## src/rtl/ram_bist_ctrl.sv

```systemverilog
// ram_bist_ctrl
// Built-in self-test sequencer for a dual-read, single-write RAM.
// The RAM is filled with pat(a) = seed + a, then read back through both
// read ports at once (port 1 ascending, port 2 descending). Each returned
// word is checked against the pattern one cycle after its read was issued.
//
// Ports
//   clk, rst             system clock, synchronous active-high reset
//   start, seed          run request and pattern seed, sampled in IDLE only
//   busy, done           run in progress / one-cycle end-of-run pulse
//   pass                 result of the last run, held until the next start
//   fail_addr, fail_port first mismatch: address and port (0 = port 1, 1 = port 2)
//   write_en, addr_in, data_in     RAM write port
//   read_en1, addr_out_1, data_out1 RAM read port 1
//   read_en2, addr_out_2, data_out2 RAM read port 2
//
// state   | meaning
// IDLE    | waiting for start
// WRITE   | writing pat(cnt) to address cnt
// READ    | reading cnt on port 1 and D-1-cnt on port 2, checking previous read
// DRAIN   | checking the last read, no new reads
// DONE    | done pulse, result valid

module ram_bist_ctrl #(
   parameter int BW = 32,
   parameter int AW = 5
) (
   input  logic          clk,
   input  logic          rst,
   input  logic          start,
   input  logic [BW-1:0] seed,
   output logic          busy,
   output logic          done,
   output logic          pass,
   output logic [AW-1:0] fail_addr,
   output logic          fail_port,
   output logic          write_en,
   output logic [BW-1:0] data_in,
   output logic [AW-1:0] addr_in,
   output logic          read_en1,
   output logic [AW-1:0] addr_out_1,
   input  logic [BW-1:0] data_out1,
   output logic          read_en2,
   output logic [AW-1:0] addr_out_2,
   input  logic [BW-1:0] data_out2
);

   localparam logic [AW-1:0] LAST = '1;

   typedef enum logic [2:0] {
      S_IDLE,
      S_WRITE,
      S_READ,
      S_DRAIN,
      S_DONE
   } state_t;

   state_t        state, state_nxt;
   logic [AW-1:0] cnt, cnt_nxt;
   logic [BW-1:0] seed_r, seed_nxt;
   logic          pass_nxt;
   logic [AW-1:0] fail_addr_nxt;
   logic          fail_port_nxt;

   // addresses issued in the previous cycle, aligned with the RAM read latency
   logic [AW-1:0] exp_a1, exp_a2;

   logic          cmp_en;
   logic [BW-1:0] pat1, pat2;
   logic          mis1, mis2;

   assign cmp_en = ((state == S_READ) && (cnt != '0)) || (state == S_DRAIN);
   assign pat1   = seed_r + BW'(exp_a1);
   assign pat2   = seed_r + BW'(exp_a2);
   assign mis1   = cmp_en && (data_out1 != pat1);
   assign mis2   = cmp_en && (data_out2 != pat2);

   always_ff @(posedge clk) begin
      if (rst) begin
         state     <= S_IDLE;
         cnt       <= '0;
         seed_r    <= '0;
         pass      <= 1'b0;
         fail_addr <= '0;
         fail_port <= 1'b0;
         exp_a1    <= '0;
         exp_a2    <= '0;
      end else begin
         state     <= state_nxt;
         cnt       <= cnt_nxt;
         seed_r    <= seed_nxt;
         pass      <= pass_nxt;
         fail_addr <= fail_addr_nxt;
         fail_port <= fail_port_nxt;
         exp_a1    <= cnt;
         exp_a2    <= ~cnt;
      end
   end

   always_comb begin
      state_nxt     = state;
      cnt_nxt       = cnt;
      seed_nxt      = seed_r;
      pass_nxt      = pass;
      fail_addr_nxt = fail_addr;
      fail_port_nxt = fail_port;
      busy          = 1'b0;
      done          = 1'b0;
      write_en      = 1'b0;
      addr_in       = '0;
      data_in       = '0;
      read_en1      = 1'b0;
      addr_out_1    = '0;
      read_en2      = 1'b0;
      addr_out_2    = '0;

      unique case (state)
         S_IDLE: begin
            if (start) begin
               seed_nxt      = seed;
               pass_nxt      = 1'b0;
               fail_addr_nxt = '0;
               fail_port_nxt = 1'b0;
               cnt_nxt       = '0;
               state_nxt     = S_WRITE;
            end
         end
         S_WRITE: begin
            busy     = 1'b1;
            write_en = 1'b1;
            addr_in  = cnt;
            data_in  = seed_r + BW'(cnt);
            cnt_nxt  = cnt + 1'b1;
            if (cnt == LAST) begin
               cnt_nxt   = '0;
               state_nxt = S_READ;
            end
         end
         S_READ: begin
            busy       = 1'b1;
            read_en1   = 1'b1;
            addr_out_1 = cnt;
            read_en2   = 1'b1;
            addr_out_2 = ~cnt;
            cnt_nxt    = cnt + 1'b1;
            // port 1 wins when both ports miscompare in the same cycle
            if (mis1) begin
               fail_addr_nxt = exp_a1;
               fail_port_nxt = 1'b0;
               state_nxt     = S_DONE;
            end else if (mis2) begin
               fail_addr_nxt = exp_a2;
               fail_port_nxt = 1'b1;
               state_nxt     = S_DONE;
            end else if (cnt == LAST) begin
               state_nxt = S_DRAIN;
            end
         end
         S_DRAIN: begin
            busy = 1'b1;
            if (mis1) begin
               fail_addr_nxt = exp_a1;
               fail_port_nxt = 1'b0;
            end else if (mis2) begin
               fail_addr_nxt = exp_a2;
               fail_port_nxt = 1'b1;
            end else begin
               pass_nxt = 1'b1;
            end
            state_nxt = S_DONE;
         end
         S_DONE: begin
            done      = 1'b1;
            state_nxt = S_IDLE;
         end
         default: state_nxt = S_IDLE;
      endcase
   end

endmodule
```

## config.mk

```make
export PLATFORM = sky130hd
export DESIGN_NAME = ram_bist_ctrl
export DESIGN_NICKNAME = d
export VERILOG_FILES = /design/src/rtl/ram_bist_ctrl.sv
export SDC_FILE = /design/constraint.sdc
export NUM_CORES = 1
export LEC_CHECK = 0
export CORE_UTILIZATION = 54
export CTS_BUF_LIST = sky130_fd_sc_hd__clkbuf_8
export DETAILED_ROUTE_END_ITERATION = 6
export GPL_ROUTABILITY_DRIVEN = 0
export GPL_TIMING_DRIVEN = 0
export PLACE_DENSITY = 0.9
export SETUP_SLACK_MARGIN = 0.02
export SKIP_LAST_GASP = 1
export SLEW_MARGIN = 25
export SYNTH_ARGS = -nofsm -noshare
export SYNTH_HDL_FRONTEND = slang
export SYNTH_SLANG_ARGS = --single-unit
```

## constraint.sdc

```tcl
create_clock -name clk -period 5.6 [get_ports clk]
set_clock_uncertainty 0.1 [all_clocks]
set_input_delay 0.56 -clock clk [delete_from_list [all_inputs] [get_ports clk]]
set_output_delay 0.56 -clock clk [all_outputs]
set_load 0.02 [all_outputs]
```

**Yosys cells after proc, flatten, opt, wreduce, memory -nomap -nowiden**

Index checks and enable logic that the tools add are counted.

- Flip-flop bits (word level): 57
- Input port bits: 99
- Output and inout bits: 59
- Word-level logic and storage cells: 69

- Add/sub/neg operators: 4
- Eq/ne operators: 13
- Mux-type cells: 27
- Bitwise operators: 1
- Reductions and logical operators: 16

Operator list:

| cell | number |
|---|---|
| $add 32x5->32 | 3 |
| $ne 32x32->1 | 2 |
| $mux 5 | 7 |
| $mux 32 | 1 |
| $mux 3 | 5 |
| $pmux 5 s3 | 1 |
| $pmux 3 s4 | 1 |
| $pmux 5 s2 | 1 |
| $mux 1 | 9 |
| $ne 2x2->1 const B | 4 |
| $eq 3x2->1 const B | 2 |
| $reduce_and 3->1 | 2 |
| $add 5x1->5 const B | 1 |
| $eq 5x5->1 const B | 1 |
| $not 5->5 | 1 |
| $reduce_bool 5->1 | 1 |
| $ne 4x3->1 const B | 1 |
| $pmux 1 s2 | 2 |
| $reduce_and 2->1 | 2 |
| $reduce_and 4->1 | 1 |
| $reduce_bool 2->1 | 2 |
| $eq 3x1->1 const B | 1 |
| $eq 3x3->1 const B | 1 |
| $logic_and 1x1->1 | 3 |
| 6 further kinds | 6 |

**Longest topological paths before layout**

- Depth in word-level cells: 7
- Mapped depth: 13
- Depth with buffers taken out: 12

**Least setup slack after synthesis**

No wires, ideal clock.

- Path kind: flip-flop to flip-flop
- Start: reg seed_r[0]
- End: reg fail_addr[0]
- Library setup time: 0.058 ns
- Arrival time: 3.092 ns
- Required time: 5.442 ns
- Slack: 2.350 ns
- Stages on the path, launching flop included: 13
- Clock period less this slack: 3.250 ns
- Path through: dfxtp_1 > ha_1 > fa_1 > a21o_1 > a31o_2 > nand2_1 > a211oi_1 > o32a_1 > nor4b_1 > nand4_1 > nor2b_4 > a2111oi_0 > o22a_1

- Word-level cells in the longest chain between the ends: 5
- Elaborated cells between the ends (all ways): 10
- Classes of those cells: 2 x add/sub; 3 x eq/ne; 2 x mux; 3 x reduce/logical

Ends and longest elaborated chain:

| element | RTL line | text |
|---|---|---|
| from (decl) | 60 | `logic [BW-1:0] seed_r, seed_nxt;` |
| from (signal assigned) | 91 | `seed_r <= seed_nxt;` |
| $add 32x5->32 (on tied branches) | 73, 74 |  |
| $ne 32x32->1 (on tied branches) | 75, 76 |  |
| $logic_and 1x1->1 (on tied branches) | 75, 76 |  |
| $ne 3x1->1 (no line) or $mux 5 (tied branches) | n/a |  |
| $reduce_and 3->1 (no line) or $pmux 5 s2 (tied branches) | n/a |  |
| to (signal assigned) | 93 | `fail_addr <= fail_addr_nxt;` |
| to (decl) | 35 | `output logic [AW-1:0] fail_addr,` |

Several ways; a longest one is shown, not always the timed one.
A chain may end at the register's enable or synchronous reset.

**Worst setup path in the final report**

- Start: reg cnt[1]
- End: out data_in[25]

- Word-level cells in the longest chain between the ends: 2

Ends and longest elaborated chain:

| element | RTL line | text |
|---|---|---|
| from (decl) | 59 | `logic [AW-1:0] cnt, cnt_nxt;` |
| from (signal assigned) | 90 | `cnt <= cnt_nxt;` |
| $add 32x5->32 | 132 | `data_in = seed_r + BW'(cnt);` |
| $mux 32 | 117 | `unique case (state)` |
| to (decl) | 38 | `output logic [BW-1:0] data_in,` |

Every way passes these cells.

==> results list <==
- Hold violation count in the final report: 0
* Die height: 102 um
* Delay of the slowest cell on the worst path: 0.60 ns
- Cell-internal power: between 0.0008 and 0.0009 W
- Max rail drop VDD: roughly 0.15 mV
- Along the worst hold path, the cell count comes to 1.
- In this run the deepest clock path goes through 2 buffers.
- Number of CTS-inserted buffers: 9
- Clock-pin slew was measured on the worst setup and hold paths at ~0.070 ns.
- Critical Path Start Type: flip-flop
* Relative area change from synthesis to final layout: 36.1%
- Max H-tree Level: 3
- The number of setup buffers added after CTS is 0.
- Net switching power: ~0.00047 W
- Largest fanout of any net on the critical path: 8
- Leakage power total: ~2.7 nW
- Avg WL per Cell: 18.7 um
- By instance count, the cell type seen most on the critical path is sky130_fd_sc_hd__nor2_1.
* Cell chosen for the clock root: sky130_fd_sc_hd__clkbuf_8
* Setup-violating endpoint count in the final report: 0
* Final critical delay including setup and external delays: between 4 and 5 ns
- Core occupancy in the finished layout: 0.757
* Share of the clock period used by the worst path after layout: 0.796
- The synthesized design contains 57 register bits.
- Initial antenna violation count: 0
- First-pass GRT wire length: 29.6 mm
- Worst setup slack for register-to-register paths: ~1.2 ns
* Logic depth of the worst register-to-register path: 13
- Antenna-violating nets left: 0
- Worst slack at placement: 1.47 ns
- The detailed router finished its first iteration with around 600 violations.
- Number of violations of the max-capacitance limit: 0
- Total Negative Setup Slacks: 0 ns
* Mean area per synthesized cell: 7.46 um2
- Counting every net in the synthesized netlist gives approximately 850.
- Buffers inserted to repair hold after CTS numbered 0.
* RR Endpoint: fail_addr[0]
* Power density normalized to cell area: about 180 nW/um2
* Nature of the critical path endpoint: output pin
- In this run the tightest slew margin relative to its limit is 0.435.
- The final-report max-slew violation count came to 0.
* Sum of buffers and inverters on the critical path: 1
- CP max-delay cell: sky130_fd_sc_hd__a21oi_1
* Flop pwr share: 0.340
* Dominant synthesized flop cell: sky130_fd_sc_hd__dfxtp_1
* Worst Path Class, Setup: reg2out
- Counting every instance in the synthesized netlist gives between 700 and 800.
- TritonCTS built the clock tree.
- The run finished with clean final reports.
* Pin count of the biggest net entering global routing: 12
- Across all setup checks in the final design, the least slack found is about 1.1 ns.
* Final Routed Wirelength: a little under 20 mm
- Clock net sink count: 57
- Cell family with the largest share of critical-path delay: compound AO/OA/AOI/OAI gates
- After synthesis the cells add up to roughly 5400 um2.
* Total global routing track utilization: 0.372
* Congestion Overflow GR: 0
- I/O pin total: about 160
- Critical path data arrival time: ~3.8 ns
* Post-synth cell types: 75
- Antenna cells: 0
* Total half-perimeter wirelength after legalization and detailed placement: about 15 mm
- Number of standard-cell rows in the floorplan: 36
- Of the total power, the share spent switching nets is 0.353.
* Fraction of power consumed by the clock network: 0.302
- Die width: approximately 100 um
* Vias in the first global route: around 6,200
- Area of the die: roughly 10,000 um2
* Setup repair after global routing missed its margin: no
* Clock latency reported for the late side of the worst-skew pair: between 0.3 and 0.4 ns
- Placed cell count: roughly 1,000
- In this run the standard cell core region covers ~9700 um2.
- Total of cells resized after clock tree synthesis: 0
- Sequential-to-total area share from yosys stat: 0.211
- CP cell instances: ha_1, a21o_1, a21oi_1, o21bai_1, a21oi_1, nor2_1, nand3_1, nor2_1, nand2_1, xor2_1, nor2_1, clkdlybuf4s50_1
- Yosys mapped a number of flops with a built-in enable equal to 0.
- Tightest Hold Check Type: reg2reg
- Critical hold path startpoint: fail_addr[0]
* Min-Delay Endpoint: fail_addr[0]
- Via density: 6.21
- The worst register-to-register path begins at seed_r[0].
* Fin nets: ~1,000
* YS warnings: 0
* Fill cells: 733
- Final cell count without fillers: just over 1,000
- Transition time of the tightest slew-check pin: about 0.84 ns
- Hold is met by 0.386 ns.
* First drt pass iteration count: 5
- Data on the critical path is required at its endpoint by slightly below 5 ns.
- The count of buffers added on input and output ports is about 160.
* Total via count in the routed design: between 6,000 and 7,000
* Power share of the combinational group: 0.359
* Layout cells sized above 1: 0.0768
- Share of flip-flops with an asynchronous set or reset after synthesis: 0
- Initial core utilization: 0.556
- For this run, design rule violations remaining after detail routing come to 0.
- F_max: ~220 MHz
[state kept, by name, indices dropped and copies added, names as in the netlist]
register / flops
seed_r: 32
state: 3
exp_a2: 5
fail_addr: 5
pass: 1
fail_port: 1
cnt: 5
exp_a1: 5
[synth_stat cells (9+ instances only)]
cell / count / area, um2
sky130_fd_sc_hd__and3_1: 11 / 68.8
sky130_fd_sc_hd__clkbuf_1: 28 / 105
sky130_fd_sc_hd__nor2_1: 69 / 259
sky130_fd_sc_hd__nand3_1: 17 / 85.1
sky130_fd_sc_hd__or3_1: 10 / 62.6
sky130_fd_sc_hd__dfxtp_1: 57 / 1140
sky130_fd_sc_hd__and4_1: 9 / 78.8
sky130_fd_sc_hd__xnor2_1: 65 / 569
sky130_fd_sc_hd__a21oi_1: 61 / 305
sky130_fd_sc_hd__nor3_1: 17 / 85.1
sky130_fd_sc_hd__xor2_1: 51 / 447
sky130_fd_sc_hd__ha_1: 18 / 225
sky130_fd_sc_hd__nand2_1: 109 / 409
sky130_fd_sc_hd__nand4_1: 18 / 113
sky130_fd_sc_hd__o21ai_0: 16 / 80.1
sky130_fd_sc_hd__buf_2: 15 / 75.1
[how the worst max path moves through the flow]
stage / startpoint / to / cells past startpoint
final: cnt[1] / data_in[25] / 12
after global routing: seed_r[1] / data_in[25] / 12
after CTS: seed_r[1] / data_in[25] / 12
after detailed placement: seed_r[0] / fail_addr[0] / 13
after global placement: seed_r[1] / data_in[25] / 12
after floorplan: seed_r[0] / fail_addr[0] / 12
[per-layer routing]
layer / track usage / part of all wire / vias to the layer above
met5: 0 / 0 / -
met4: 0.205 / 0.052 / 0
met3: 0.0725 / 0.11 / 102
met2: 0.625 / 0.46 / 481
met1: 0.445 / 0.38 / 2940
li1: - / - / 2883
[power by group through the flow]
stage               logic (W)  clock network, W  registers (W)
finish               0.000480          0.000404       0.000455
global route         0.000511          0.000420       0.000456
CTS                  0.000470          0.000400       0.000453
detailed placement   0.000465                 0       0.000462
global placement     0.000447                 0       0.000461
floorplan            0.000277                 0       0.000459
[cell usage in the layout (no fill, tap or decap), types with 4 or more instances in the layout]
cell	synthesis	layout
sky130_fd_sc_hd__a2111oi_0	5	5
sky130_fd_sc_hd__a211oi_1	8	8
sky130_fd_sc_hd__a21o_1	5	5
sky130_fd_sc_hd__a21oi_1	61	61
sky130_fd_sc_hd__a31o_2	5	5
sky130_fd_sc_hd__a31oi_1	6	6
sky130_fd_sc_hd__and2_1	8	8
sky130_fd_sc_hd__and3_1	11	11
sky130_fd_sc_hd__and3b_1	6	6
sky130_fd_sc_hd__and4_1	9	9
sky130_fd_sc_hd__buf_2	15	16
sky130_fd_sc_hd__buf_4	8	8
sky130_fd_sc_hd__clkbuf_1	28	28
sky130_fd_sc_hd__clkbuf_8	0	10
sky130_fd_sc_hd__clkdlybuf4s50_1	0	157
sky130_fd_sc_hd__dfxtp_1	57	57
sky130_fd_sc_hd__ha_1	18	18
sky130_fd_sc_hd__inv_1	7	7
sky130_fd_sc_hd__mux2i_1	4	4
sky130_fd_sc_hd__nand2_1	109	109
sky130_fd_sc_hd__nand2b_1	5	5
sky130_fd_sc_hd__nand3_1	17	17
sky130_fd_sc_hd__nand4_1	18	18
sky130_fd_sc_hd__nor2_1	69	69
sky130_fd_sc_hd__nor2b_1	5	5
sky130_fd_sc_hd__nor3_1	17	17
sky130_fd_sc_hd__nor4_1	5	5
sky130_fd_sc_hd__o21ai_0	16	16
sky130_fd_sc_hd__o22a_1	4	4
sky130_fd_sc_hd__or3_1	10	10
sky130_fd_sc_hd__xnor2_1	65	65
sky130_fd_sc_hd__xor2_1	51	51
[through the flow]
step | area, um2 | total power (W)
final | 7360 | 0.00134
after global routing | 7360 | 0.00139
after CTS | 7360 | 0.00132
after detailed placement | 7160 | 0.000928
after global placement | 7150 | 0.000908
after floorplan | 5410 | 0.000736
[logic make-up after synthesis]
family	Yosys count	share of synthesized area
compound gates	145	0.177
buf+inv	61	0.0555
mux	6	0.0116
simple gates	319	0.304
flops	57	0.211
xor+xnor	116	0.188
fa+ha+maj	21	0.0527
[layout make-up]
type                            instances  area, um2  area share
Multi-Input combinational cell        607       3980       0.540
Timing Repair Buffer                  158       1580       0.214
Sequential cell                        57       1140       0.155
Buffer                                 54        274      0.0372
Tap cell                              133        166      0.0226
Clock buffer                           10        138      0.0187
Clock inverter                          6       66.3     0.00900
Inverter                                7       26.3     0.00357
Note: power is estimated with default switching activity, not from simulation.
==> RTL change (same flow settings) <==
Set the parameter `AW` to 4 (it was 5).
--- a/src/rtl/ram_bist_ctrl.sv
+++ b/src/rtl/ram_bist_ctrl.sv
@@ -24,5 +24,5 @@
 module ram_bist_ctrl #(
    parameter int BW = 32,
-   parameter int AW = 5
+   parameter int AW = 4
 ) (
    input  logic          clk,
Ports: changed (resized addr_in, addr_out_1, addr_out_2 and fail_addr); port bits go from 158 to 154. No check against the original RTL was run, so the function may have changed too.
==> RTL change against the original RTL <==
Wire length decreased by 6.8%; total power decreased by 20%; cell area decreased by 6.5%; largest cell class unchanged; utilization decreased by 0.82 points; area after synthesis decreased by 5.7%; critical path depth decreased by 2; clock power decreased by 33%; critical path type unchanged; sequential cell count decreased by 4; setup slack got worse by 0.052 ns; critical endpoint is now data_in[11]; first-iteration DRC count increased by 2.1%; highest routed layer unchanged; non-clock buffer count decreased by 5; register-to-register slack improved by 0.14 ns.
==> RTL change: results (changes against the original RTL) <==
Flop pwr share 38.4% (+4.4 points); Cell variety after synth 70 (-6.7%); mux contribution to synthesized area 1.01% (-0.15 points); first-pass GRT wire length 28300 µm (-4.6%); Int Pwr 0.720 mW (-17%); VDD IR max 0.000141 V (-5.2%); met3 WL 2070 µm (-4.4%); Comb. pwr 0.391 mW (-19%); switching share of power 33.0% (-2.2 points); FF-to-FF setup slack 1.38 ns (+0.14 ns); Worst Path Arrival 3.85 ns (+0.05 ns); final net count 977 (-3.6%); Pleak 2.52 nW (-8.0%); clock transition at the registers of the reported paths 0.09 ns (+0.02 ns); GR Util met3 5.69% (-1.6 points); CTS buffer count 5 (-4); M1 wire length 6790 µm (-6.7%); r2r endpoint fail_addr[1]; DP Area 6770 µm² (-5.5%); delay-heaviest family, CP compound AO/OA/AOI/OAI gates; top cells by count, synth nand2_1 (104), xnor2_1 (66), nor2_1 (63), a21oi_1 (61), dfxtp_1 (53); CP max-delay cell clkdlybuf4s50_1; pin count of the biggest net entering global routing 16 (+4); Overall Global Routing Usage 35.9% (-1.3 points); met2 Usage GRT 60.2% (-2.3 points); Setup crit end data_in[11]; Synth area leaders dfxtp_1 (21%), xnor2_1 (11%), nand2_1 (7.7%); Slew headroom 46.5% (+3.0 points); vias in the first global route 6054 (-1.6%); Hold EP pass; DP Wirelength 14000 µm (-6.5%); met2 WL post-DR 8240 µm (-6.5%); M1 GR Usage 44.2% (-0.24 points); DR iter-0 viols 629 (+2.1%); status finished, final reports clean; syn nets 818 (-3.2%); share of cells above drive strength 1 5.92% (-1.8 points); cells on worst reg2reg path 12 (-1); CTS HTree Levels 2 (-1); worst-path fanout max 10 (+2); Largest stage delay, worst path 0.65 ns (+0.05 ns); sequential element share of the synthesized area 20.8% (-0.29 points); hold_sp pass
[RTL change: cell types whose count changed after synthesis, moves of 5 or more]
cell / change
a311oi_1: +5
and3b_1: -6
nand2_1: -5
nor2_1: -6
nor3_1: +5
o211ai_1: +5
o21ai_0: +6
xor2_1: -8
[RTL change: metrics by stage]
step	std cells	setup slack, ns	hold slack [ns]
2_1_floorplan	702	2.17	0.364
3_3_place_gp	965	1.56	0.378
4_1_cts	973	1.13	0.420
3_5_place_dp	965	1.48	0.394
6_report	973	1.09	0.418
5_1_grt	973	0.882	0.431
[RTL change: cell type report]
| class | count | area [µm²] |
|---|---|---|
| repair buffers | 152 | 1520 |
| clock inverters | 2 | 33.8 |
| clock buffers | 6 | 82.6 |
| fillers | 695 | 2310 |
| plain buffers | 55 | 264 |
| well taps | 111 | 139 |
| multi-input cells | 585 | 3750 |
| inverters | 9 | 33.8 |
| flip-flops and latches | 53 | 1060 |
